--- src/rtl/led_pkg.sv ---
// ------------------------------------------------------------------
// led_pkg : shared widths, channel positions and FSM encoding for the LED path
// Rev 1.0
// ------------------------------------------------------------------
`default_nettype none

package led_pkg;

  localparam int COLOR_W = 24;

  localparam int RGB_R_LSB = 16;
  localparam int RGB_G_LSB = 8;
  localparam int RGB_B_LSB = 0;

  localparam int GRB_G_LSB = 16;
  localparam int GRB_R_LSB = 8;
  localparam int GRB_B_LSB = 0;

  // 51.2 us latch gap at 50 MHz
  localparam int DEFAULT_RESET_CYCLES = 2560;

  typedef enum logic [1:0] {
    ST_IDLE  = 2'd0,
    ST_FETCH = 2'd1,
    ST_SEND  = 2'd2,
    ST_LATCH = 2'd3
  } state_t;

  function automatic logic [COLOR_W-1:0] pack_grb(input logic [7:0] r,
                                                  input logic [7:0] g,
                                                  input logic [7:0] b);
    return {g, r, b};
  endfunction

endpackage

`default_nettype wire

--- src/rtl/led_pixel_scaler.sv ---
// ------------------------------------------------------------------
// led_pixel_scaler : per-channel (ch * (bright+1)) >> 8, RGB in, GRB out
// Rev 1.0
// ------------------------------------------------------------------
`default_nettype none

module led_pixel_scaler
  import led_pkg::*;
(
  input  logic [COLOR_W-1:0] i_rgb,
  input  logic [7:0]         i_bright,
  output logic [COLOR_W-1:0] o_grb
);

  function automatic logic [7:0] scale_ch(input logic [7:0] ch, input logic [8:0] mult);
    logic [15:0] prod;
    prod = 16'(ch) * 16'(mult);
    return 8'(prod >> 8);
  endfunction

  logic [8:0] w_mult;
  logic [7:0] w_r;
  logic [7:0] w_g;
  logic [7:0] w_b;

  // bright+1 makes 255 an exact identity and keeps the product within 16 bits
  assign w_mult = {1'b0, i_bright} + 9'd1;
  assign w_r    = scale_ch(i_rgb[RGB_R_LSB +: 8], w_mult);
  assign w_g    = scale_ch(i_rgb[RGB_G_LSB +: 8], w_mult);
  assign w_b    = scale_ch(i_rgb[RGB_B_LSB +: 8], w_mult);
  assign o_grb  = pack_grb(w_r, w_g, w_b);

endmodule

`default_nettype wire

--- src/rtl/led_frame_sequencer.sv ---
// ------------------------------------------------------------------
// led_frame_sequencer : streams scaled GRB pixels per frame, then holds the latch gap
// Rev 1.0
// ------------------------------------------------------------------
`default_nettype none

module led_frame_sequencer
  import led_pkg::*;
#(
  parameter int NUM_LEDS     = 8,
  parameter int ADDR_W       = 3,
  parameter int RESET_CYCLES = DEFAULT_RESET_CYCLES
) (
  input  logic               clk,
  input  logic               rst_n,
  input  logic               i_wr_en,
  input  logic [ADDR_W-1:0]  i_wr_addr,
  input  logic [COLOR_W-1:0] i_wr_color,
  input  logic [7:0]         i_brightness,
  input  logic               i_frame_start,
  output logic               o_busy,
  output logic [COLOR_W-1:0] o_pixel_color,
  output logic               o_pixel_valid,
  input  logic               i_pixel_ready,
  output logic               o_frame_done
);

  localparam int c_IDX_W  = (NUM_LEDS > 1) ? $clog2(NUM_LEDS) : 1;
  localparam int c_LCNT_W = (RESET_CYCLES > 1) ? $clog2(RESET_CYCLES) : 1;

  localparam logic [ADDR_W:0]    c_NUM_LEDS = (ADDR_W+1)'(NUM_LEDS);
  localparam logic [c_IDX_W-1:0] c_LAST_IDX = c_IDX_W'(NUM_LEDS - 1);
  localparam logic [c_LCNT_W-1:0] c_LCNT_MAX = c_LCNT_W'(RESET_CYCLES - 1);

  state_t              r_state;
  logic [c_IDX_W-1:0]  r_idx;
  logic [c_LCNT_W-1:0] r_lcnt;
  logic [7:0]          r_bright;
  logic [COLOR_W-1:0]  r_mem [0:NUM_LEDS-1];
  logic [COLOR_W-1:0]  r_rd_data;

  logic                w_wr_ok;
  logic [c_IDX_W-1:0]  w_wr_idx;
  logic [COLOR_W-1:0]  w_scaled;

  assign w_wr_ok  = i_wr_en && ({1'b0, i_wr_addr} < c_NUM_LEDS);
  assign w_wr_idx = i_wr_addr[c_IDX_W-1:0];

  // Read-first: a same-edge write to the fetched address lands after the read
  always_ff @(posedge clk) begin
    if (w_wr_ok) r_mem[w_wr_idx] <= i_wr_color;
    if (r_state == ST_FETCH) r_rd_data <= r_mem[r_idx];
  end

  led_pixel_scaler u_scaler (
    .i_rgb    (r_rd_data),
    .i_bright (r_bright),
    .o_grb    (w_scaled)
  );

  always_ff @(posedge clk or negedge rst_n) begin
    if (!rst_n) begin
      r_state       <= ST_IDLE;
      r_idx         <= '0;
      r_lcnt        <= '0;
      r_bright      <= '0;
      o_busy        <= 1'b0;
      o_pixel_valid <= 1'b0;
      o_pixel_color <= '0;
      o_frame_done  <= 1'b0;
    end else begin
      o_frame_done <= 1'b0;
      case (r_state)
        ST_IDLE: begin
          if (i_frame_start) begin
            r_bright <= i_brightness;
            r_idx    <= '0;
            o_busy   <= 1'b1;
            r_state  <= ST_FETCH;
          end
        end
        ST_FETCH: r_state <= ST_SEND;
        ST_SEND: begin
          // First SEND cycle loads the word; it then holds until accepted
          if (!o_pixel_valid) begin
            o_pixel_color <= w_scaled;
            o_pixel_valid <= 1'b1;
          end else if (i_pixel_ready) begin
            o_pixel_valid <= 1'b0;
            if (r_idx == c_LAST_IDX) begin
              r_lcnt  <= '0;
              r_state <= ST_LATCH;
            end else begin
              r_idx   <= r_idx + 1'b1;
              r_state <= ST_FETCH;
            end
          end
        end
        ST_LATCH: begin
          if (r_lcnt == c_LCNT_MAX) begin
            o_frame_done <= 1'b1;
            o_busy       <= 1'b0;
            r_state      <= ST_IDLE;
          end else begin
            r_lcnt <= r_lcnt + 1'b1;
          end
        end
        default: r_state <= ST_IDLE;
      endcase
    end
  end

endmodule

`default_nettype wire

--- config.mk ---
export PLATFORM = sky130hd
export DESIGN_NAME = led_frame_sequencer
export DESIGN_NICKNAME = d
export VERILOG_FILES = /design/src/rtl/led_pkg.sv /design/src/rtl/led_pixel_scaler.sv /design/src/rtl/led_frame_sequencer.sv
export SDC_FILE = /design/constraint.sdc
export NUM_CORES = 1
export LEC_CHECK = 0
export ABC_AREA = 1
export ABC_CLOCK_PERIOD_IN_PS = 11270
export BUFFER_PORTS_ARGS = -buffer_cell sky130_fd_sc_hd__buf_2
export CORE_MARGIN = 1
export CORE_UTILIZATION = 35
export CTS_BUF_LIST = sky130_fd_sc_hd__clkbuf_8 sky130_fd_sc_hd__clkbuf_16
export DETAILED_ROUTE_END_ITERATION = 10
export HOLD_SLACK_MARGIN = 0.08
export SYNTH_ARGS = -nofsm -noshare
export SYNTH_HDL_FRONTEND = slang
export SYNTH_SLANG_ARGS = --single-unit
--- constraint.sdc ---
create_clock -name clk -period 11.27 [get_ports clk]
set_clock_uncertainty 0.05 [all_clocks]
set_input_delay 3.381 -clock clk [delete_from_list [all_inputs] [get_ports clk]]
set_output_delay 3.381 -clock clk [all_outputs]
set_load 0.02 [all_outputs]
### Word-level counts from Yosys, hierarchy flattened

Memory sizes are Yosys's and may differ from the RTL's. A register that Yosys moved wholly into a read port is not among the register bits.
Cells that the tools add are included.

| word-level totals | value |
|---|---|
| bits in read-only memories | 0 |
| word-level logic and storage cells | 63 |
| bits in latches | 0 |
| memories kept | 1 |
| memory bits (writable) | 192 |
| register bits after elaboration | 52 |

| cells by class | value |
|---|---|
| bitwise gates (word level) | 1 |
| multipliers | 3 |
| eq/ne operators | 12 |
| add/sub/neg operators | 3 |
| muxes and demuxes | 25 |
| shift-type cells | 0 |
| $lt $le $gt $ge | 0 |
| reduce and logical (&&, ||, !) cells | 10 |
| divide/modulo/power cells | 0 |

Memories:

| name | depth | width | read ports | clocked after Yosys merged registers in | write ports | RTL line | RTL |
|---|---|---|---|---|---|---|---|
| r_mem | 8 | 24 | 1 | 1 | 1 | led_frame_sequencer.sv:39 | `logic [COLOR_W-1:0] r_mem [0:NUM_LEDS-1];` |

Operators by type and width:

| kind | count |
|---|---|
| $mul A8 B9 Y16 | 3 |
| $mux W12 | 4 |
| $pmux W12 S2 | 1 |
| $ne A2 B2 Y1 const B | 7 |
| $add A12 B1 Y12 const B | 1 |
| $eq A12 B12 Y1 const B | 1 |
| $mux W3 | 4 |
| $mux W2 | 5 |
| $reduce_and A5 Y1 | 2 |
| $add A8 B1 Y9 const B | 1 |
| $mux W1 | 8 |
| $pmux W2 S4 | 1 |
| $pmux W3 S2 | 1 |
| $reduce_bool A2 Y1 | 3 |
| $eq A2 B2 Y1 const B | 2 |
| $reduce_and A2 Y1 | 2 |
| $reduce_and A4 Y1 | 1 |
| $add A3 B1 Y3 const B | 1 |
| $eq A3 B3 Y1 const B | 1 |
| $reduce_and A3 Y1 | 1 |
| $eq A2 B1 Y1 const B | 1 |
| $logic_not A2 Y1 | 1 |
| $pmux W1 S2 | 1 |
| $not A1 Y1 | 1 |

### Logic depth before layout (Yosys ltp)

Gate-level depths: netlist of run 1.

| logic depth | value |
|---|---|
| depth in word-level cells | 5 |
| depth in mapped cells | 28 |
| depth with buffers taken out | 27 |

### By module

From an unflattened synthesis of run 1, not the netlist that was laid out.

| unflattened totals | value |
|---|---|
| cell total of the unflattened synthesis | 1844 |
| area total of the unflattened synthesis | 17656.9 um^2 |

By module, submodules not included:

| module | cells each | area each (um^2) | seq. area each (um^2) | times used |
|---|---|---|---|---|
| led_frame_sequencer | 806 | 10617.7 | 7787.5 | 1 |
| led_pixel_scaler | 1038 | 7039.3 | 0.0 | 1 |

### Worst setup path after synthesis of run 1

OpenSTA, ideal clock, no wires.

| path | value |
|---|---|
| path kind | input-to-reg |
| start point | input port i_wr_addr[0] |
| end point | memory r_mem[0][0], enable pin |
| path buffers | 0 |
| slack | 6.269 ns |
| stages | 3 |
| arrival | 4.547 ns |
| cells stage by stage | inv_1 -> nand2_1 -> nor2_1 |

RTL lines:

| what | RTL line | RTL |
|---|---|---|
| start, declared | led_frame_sequencer.sv:17 | `input logic [ADDR_W-1:0] i_wr_addr,` |
| end, declared | led_frame_sequencer.sv:39 |  |

No word-level cell before the write port.

### Final worst setup path of run 1

| path | value |
|---|---|
| start point | register r_bright[0] |
| end point | register o_pixel_color[6] |

| on the way | value |
|---|---|
| word-level cells in the longest chain between the ends | 2 |

RTL lines:

| what | RTL line | RTL |
|---|---|---|
| start, declared | led_frame_sequencer.sv:38 | `logic [7:0] r_bright;` |
| start signal, assigned | led_frame_sequencer.sv:76 | `r_bright <= i_brightness;` |
| $add A8 B1 Y9 | led_pixel_scaler.sv:27 | `assign w_mult = {1'b0, i_bright} + 9'd1;` |
| $mul A8 B9 Y16 | led_pixel_scaler.sv:17 | `prod = 16'(ch) * 16'(mult);` |
| end signal, assigned | led_frame_sequencer.sv:86 | `o_pixel_color <= w_scaled;` |
| end, declared | led_frame_sequencer.sv:22 | `output logic [COLOR_W-1:0] o_pixel_color,` |

Every way passes these cells.
A chain may end at the register's enable or synchronous reset.

==> flow_summary_export.csv, run 1 <==
group,metric,value,unit
floorplanning,initial_core_util,35.6,%
layout,finalNetCount,2186,
grt,grt_pass1_vias,12800,
logic_synthesis,synth-edff-count,216,
floorplanning,ioPinCount,67,
clock_tree,clockRootBuffer,"clkbuf_16",
floorplanning,fp.coreArea,49100,um^2
logic_synthesis,synth_simple_gate_area_share,18.5,%
logic_synthesis,ys.flop_type,"edfxtp_1",
sta,finalCritPeriodShare,52.2,%
worst_setup_path,path_max_fanout,18,
clock_tree,cts.clk_slew.worst_paths,0.06,ns
grt,grt_pass1_wl,67600,um
layout,syn2layout_area_growth,11.7,%
worst_setup_path,startpoint_type,"flip-flop",
drt,drt-total-wl,41400,um
clock_tree,postCtsHoldBufs,0,
sta,timing.setup.tns,0,ns
grt,grt_max_degree,73,
layout,drive_gt1_share,8.92,%
drt,firstDrtPassIters,5,
logic_synthesis,synthAdderAreaFrac,20.9,%
sta,hold_viol,0,
logic_synthesis,synth_compound_area_share,7.38,%
sta,tightest_slew,1.13,ns
logic_synthesis,ys_seq_area_share,44.6,%
outcome,status,"finished, final reports clean",
grt,grt_overflow,0,
sta,slew_headroom,24.8,%
logic_synthesis,syn-cell-area,17500,um^2
worst_setup_path,crit_required,11.68,ns
worst_setup_path,path_class,"flip-flop to flip-flop",
logic_synthesis,synth_mux_area_share,0,%
sta,max_freq,170,MHz
sta,whs,0.424,ns
sta,rsz0062_at_grt,"false",
logic_synthesis,synth_cell_types,40,
placement,post-dp-hpwl,29100,um
logic_synthesis,ys_warn_count,0,
drt,first_iter_violations,740,
worst_setup_path,cp-end-kind,"flip-flop",
worst_setup_path,slowest_delay,0.76,ns
flow_run,drv_cap,0,
clock_tree,cts_max_path_buffers,3,
clock_tree,htree_levels,1,
clock_tree,cts_made_buffers,31,
clock_tree,cts_tree,"built",
worst_setup_path,path_cells,"ha_1, nand2_2, nor2_4, nand2_2, nand2_1, inv_1, nand2_1, fa_1, fa_1, inv_1, fa_1, inv_1, fa_1, inv_1, ha_1, a21oi_1, o21ai_0, a21oi_1, nand3_1, nand3_1, nand2_1",
placement,port_buffers,66,
drt,avgViaCountPerCell,4.83,
floorplanning,die_x,225,um
clock_tree,cts_sinks,268,
grt,grt_antenna_before_repair,6,
clock_tree,cts_resized,0,
logic_synthesis,synth_xor_xnor_area_share,0.803,%
sta,setup_violations,0,
logic_synthesis,syn_inst,1868,
logic_synthesis,avgSynthCellArea,9.34,um^2
floorplanning,rows,81,
floorplanning,dieHeight,225,um
worst_setup_path,slowest_stage,"dfrtp_1",
layout,n_fill_cell,4926,
sta,min_period,5.88,ns
placement,gp_congestion,0.875,
clock_tree,post-cts-setup-buffers,0,
logic_synthesis,synth.net_count,2128,
worst_setup_path,arrival,6.29,ns
hold_path,hold_path_class,"flip-flop to flip-flop",
logic_synthesis,async_flop_share,19.4,%
drt,drc,0,
clock_tree,clk_latency,0.59,ns
drt,num_vias,12700,
layout,fin_util,39.7,%
layout,layout_common_cells,"nor2_1, nand2_1, inv_1",
layout,mostFrequentLayoutCell,"nor2_1",
logic_synthesis,synth_top_family_by_area,"adder cells",
sta,drv_slew,0,
worst_setup_path,r2r_slack,5.39,ns
logic_synthesis,ys_ff_latch,268,
grt,track_usage,16.9,%
drt,antenna_left,0,
floorplanning,die-area,50800,um^2
drt,routedWlPerCell,15.8,um
[Yosys cell counts, drive strengths merged, types with 6 or more instances]
library cell | instances | share of area, %
clkbuf | 33 | 0.71
o22ai | 26 | 0.93
nor3 | 6 | 0.17
inv | 290 | 6.3
xnor2 | 7 | 0.35
xor2 | 9 | 0.45
nand3 | 65 | 1.9
buf | 22 | 0.75
nand2 | 312 | 6.8
dfrtp | 52 | 7.5
nor2 | 381 | 9.0
fa | 120 | 14
edfxtp | 216 | 37
ha | 100 | 7.2
o21ai | 140 | 4.0
a21oi | 37 | 1.1
a31oi | 25 | 0.90
nor4 | 8 | 0.37
[kinds of logic after synthesis]
logic type / Yosys count
XOR/XNOR: 16
AO/OA/AOI/OAI: 237
buffers and inverters: 347
flip-flops: 268
AND/OR/NAND/NOR: 780
adder cells (fa/ha/maj): 220
[critical path, delay by kind of cell, from the launching register on]
| kind | cells | cell delay (ns) |
|---|---|---|
| adder cells (fa/ha/maj) | 6 | 2.56 |
| AND/OR/NAND/NOR | 8 | 1.29 |
| flip-flops | 1 | 0.76 |
| AO/OA/AOI/OAI | 3 | 0.62 |
| buffers and inverters | 4 | 0.46 |
[layer usage]
layer,share of wire (%),vias to the layer above,track usage (%)
met4,2.5,8,4.96
met3,6.1,70,3.08
met5,0.12,-,0
met2,46,295,27.2
met1,45,6137,23.1
li1,-,6144,-
[cell type report]
class                   instances  area [um^2]  area share, %
flip-flops and latches        268         7790           39.9
multi-input cells            1253         8340           42.8
well taps                     664          831           4.26
clock buffers                  31          776           3.98
repair buffers                 80          435           2.23
clock inverters                27          224           1.15
inverters                     292         1100           5.64
diodes                          3         7.51         0.0385
[state kept, by name, summed over array words and instances (netlist names)]
signal and cells:
r_rd_data 24, o_pixel_color 24, r_mem 192, o_pixel_valid 1, o_frame_done 1, r_bright 8
r_idx 3, o_busy 1, r_state 2, r_lcnt 12
[final timing paths]
| check | start | endpoint | cells past startpoint |
|---|---|---|---|
| max | r_bright[0]$_DFFE_PN0P_ | o_pixel_color[6]$_DFFE_PN0P_ | 21 |
| min | o_pixel_color[10]$_DFFE_PN0P_ | o_pixel_color[10]$_DFFE_PN0P_ | 2 |
| max reg2reg | r_bright[0]$_DFFE_PN0P_ | o_pixel_color[6]$_DFFE_PN0P_ | 21 |
| min reg2reg | o_pixel_color[10]$_DFFE_PN0P_ | o_pixel_color[10]$_DFFE_PN0P_ | 2 |
| max in group asynchronous | rst_n | r_idx[0]$_DFFE_PN0P_ | 2 |
| min in group asynchronous | rst_n | o_pixel_color[23]$_DFFE_PN0P_ | 2 |
[stage by stage]
| step | setup slack [ns] | instances | area, um^2 |
|---|---|---|---|
| 2_1_floorplan | 6.27 | 1868 | 17500 |
| 3_3_place_gp | 5.61 | 2557 | 18500 |
| 3_5_place_dp | 5.46 | 2557 | 18500 |
| 4_1_cts | 5.45 | 2615 | 19500 |
| 5_1_grt | 4.90 | 2615 | 19500 |
| 6_report | 5.39 | 2618 | 19500 |
Power of run 1 is not shown: default switching activity piles up to over one toggle a cycle in this logic, so the estimate is an artifact.
==> run 2: changes to the inputs <==
--- a/config.mk
+++ b/config.mk
@@ -6,7 +6,7 @@
 export NUM_CORES = 1
 export LEC_CHECK = 0
 export ABC_AREA = 1
-export ABC_CLOCK_PERIOD_IN_PS = 11270
+export ABC_CLOCK_PERIOD_IN_PS = 6100
 export BUFFER_PORTS_ARGS = -buffer_cell sky130_fd_sc_hd__buf_2
 export CORE_MARGIN = 1
 export CORE_UTILIZATION = 35
==> constraint.sdc (replaced) <==
create_clock -name clk -period 6.1 [get_ports clk]
set_clock_uncertainty 0.05 [all_clocks]
set_input_delay 1.83 -clock clk [delete_from_list [all_inputs] [get_ports clk]]
set_output_delay 1.83 -clock clk [all_outputs]
set_load 0.02 [all_outputs]
==> run 2 against run 1 <==
Flip-flop and latch count unchanged. Cell area about the same. Worst hold slack worse by 0.0019 ns. Non-clock buffer count up 7. Critical path type unchanged.
==> flow_summary_export.csv, run 2 (synthesized netlist as in run 1, its figures left out) <==
group,metric,value,unit
floorplanning,die-area,50800,um^2
hold_path,whs_path_depth,2,
floorplanning,rows,81,
grt,track_usage,17.0,%
drt,avgViaCountPerCell,4.86,
layout,max_flop_register,"r_mem",
placement,dp.cells,2564,
layout,finalNetCount,2192,
clock_tree,postCtsHoldBufs,0,
sta,min_period,5.17,ns
layout,layout_common_cells,"nor2_1, nand2_1, inv_1",
grt,grt_overflow,0,
worst_setup_path,arrival,5.58,ns
grt,grt_antenna_before_repair,6,
hold_path,hold_path_class,"flip-flop to flip-flop",
drt,drc,0,
worst_setup_path,cp-end-kind,"flip-flop",
placement,place_area,18500,um^2
grt,grt_max_degree,72,
floorplanning,fp.coreArea,49100,um^2
layout,n_fill_cell,4894,
hold_path,min_from,"o_pixel_color[7]$_DFFE_PN0P_",
placement,port_buffers,66,
sta,slew_headroom,22.7,%
sta,max_freq,193,MHz
placement,gp_congestion,0.870,
outcome,status,"finished, final reports clean",
drt,first_iter_violations,1009,
worst_setup_path,path_max_fanout,18,
sta,rsz0062_at_grt,"false",
layout,syn2layout_area_growth,11.7,%
placement,post-dp-hpwl,29200,um
worst_setup_path,slowest_stage,"fa_1",
clock_tree,htree_levels,1,
worst_setup_path,r2r_slack,0.93,ns
clock_tree,cts_made_buffers,30,
drt,drt-total-wl,42100,um
worst_setup_path,crit_required,6.51,ns
sta,finalCritPeriodShare,84.8,%
layout,largest_reg_flops,192,
clock_tree,cts_tree,"built",
clock_tree,post-cts-setup-buffers,0,
sta,timing.setup.tns,0,ns
sta,drv_slew,0,
floorplanning,ioPinCount,67,
worst_setup_path,slowest_delay,0.51,ns
drt,num_vias,12700,
drt,firstDrtPassIters,7,
layout,layoutNonFillerInstCount,2618,
floorplanning,die_x,225,um
drt,routedWlPerCell,16.1,um
clock_tree,cts_max_path_buffers,3,
grt,grt_pass1_wl,68200,um
floorplanning,dieHeight,225,um
layout,reg_top3,"r_mem (192), o_pixel_color (24), r_rd_data (24)",
sta,setup_violations,0,
layout,design_area,19500,um^2
sta,whs,0.422,ns
layout,drive_gt1_share,9.11,%
clock_tree,cts_sinks,268,
sta,hold_viol,0,
worst_setup_path,cp_common_cell,"nand2_1",
hold_path,min_to,"o_pixel_color[7]$_DFFE_PN0P_",
grt,grt_pass1_vias,12900,
worst_setup_path,path_cells,"inv_1, nor2_1, nand2_1, nor2_1, nand2_1, o21ai_1, nand2_1, nor2_1, fa_1, fa_1, fa_1, inv_1, fa_1, inv_1, ha_1, nand2_1, nor4_1, nand2_1, nand2_1, nand2_1, nand3_1, nand2_1",
worst_setup_path,startpoint_type,"flip-flop",
sta,tightest_slew,1.16,ns
worst_setup_path,path_class,"flip-flop to flip-flop",
worst_setup_path,r2r-start,"r_bright[2]$_DFFE_PN0P_",
worst_setup_path,cp_num_buf_inv,3,
flow_run,drv_cap,0,
worst_setup_path,r2r-end,"o_pixel_color[22]$_DFFE_PN0P_",
floorplanning,initial_core_util,35.6,%
drt,antenna_left,0,
worst_setup_path,crit_family,"adder cells",
clock_tree,clk_latency,0.59,ns
clock_tree,clockRootBuffer,"clkbuf_16",
clock_tree,cts.clk_slew.worst_paths,0.06,ns
clock_tree,cts_resized,0,
worst_setup_path,r2r_cells,22,
layout,mostFrequentLayoutCell,"nor2_1",
-- run 2: area by class of cell --
cell class              count  area [um^2]  share of cell area, %
repair buffers             87          488                   2.50
clock buffers              31          776                   3.98
clock inverters            22          179                  0.917
multi-input cells        1253         8340                   42.7
diodes                      1         2.50                 0.0128
flip-flops and latches    268         7790                   39.9
well taps                 664          831                   4.26
inverters                 292         1100                   5.65
-- run 2: worst max path at each step --
stage,from,to,depth (start not counted)
6_report,r_bright[2]$_DFFE_PN0P_,o_pixel_color[22]$_DFFE_PN0P_,22
5_1_grt,r_bright[2]$_DFFE_PN0P_,o_pixel_color[15]$_DFFE_PN0P_,22
4_1_cts,r_bright[2]$_DFFE_PN0P_,o_pixel_color[22]$_DFFE_PN0P_,22
3_5_place_dp,r_bright[0]$_DFFE_PN0P_,o_pixel_color[22]$_DFFE_PN0P_,24
3_3_place_gp,r_bright[2]$_DFFE_PN0P_,o_pixel_color[22]$_DFFE_PN0P_,21
2_1_floorplan,r_bright[1]$_DFFE_PN0P_,o_pixel_color[22]$_DFFE_PN0P_,23
-- run 2: layer usage --
| metal | GRT usage [%] | up-vias | part of all wire (%) |
|---|---|---|---|
| met4 | 5.33 | 8 | 2.5 |
| met2 | 27.3 | 312 | 46 |
| met1 | 22.8 | 6185 | 45 |
| li1 | - | 6134 | - |
| met5 | 0 | - | 0.14 |
| met3 | 3.94 | 82 | 6.6 |
-- run 2: worst min-delay path, stage by stage (launching register included) --
cell     delay (ns)
dfrtp_1        0.34
nand2_1        0.05
nand2_1        0.05
-- run 2: through the flow --
step                setup WS (ns)  utilization [%]
CTS                         0.986             39.8
global placement             1.09             37.8
global route                0.541             39.8
finish                      0.929             39.8
detailed placement           1.00             37.8
floorplan                    1.52                -
Power of run 2 is left out for the same reason.
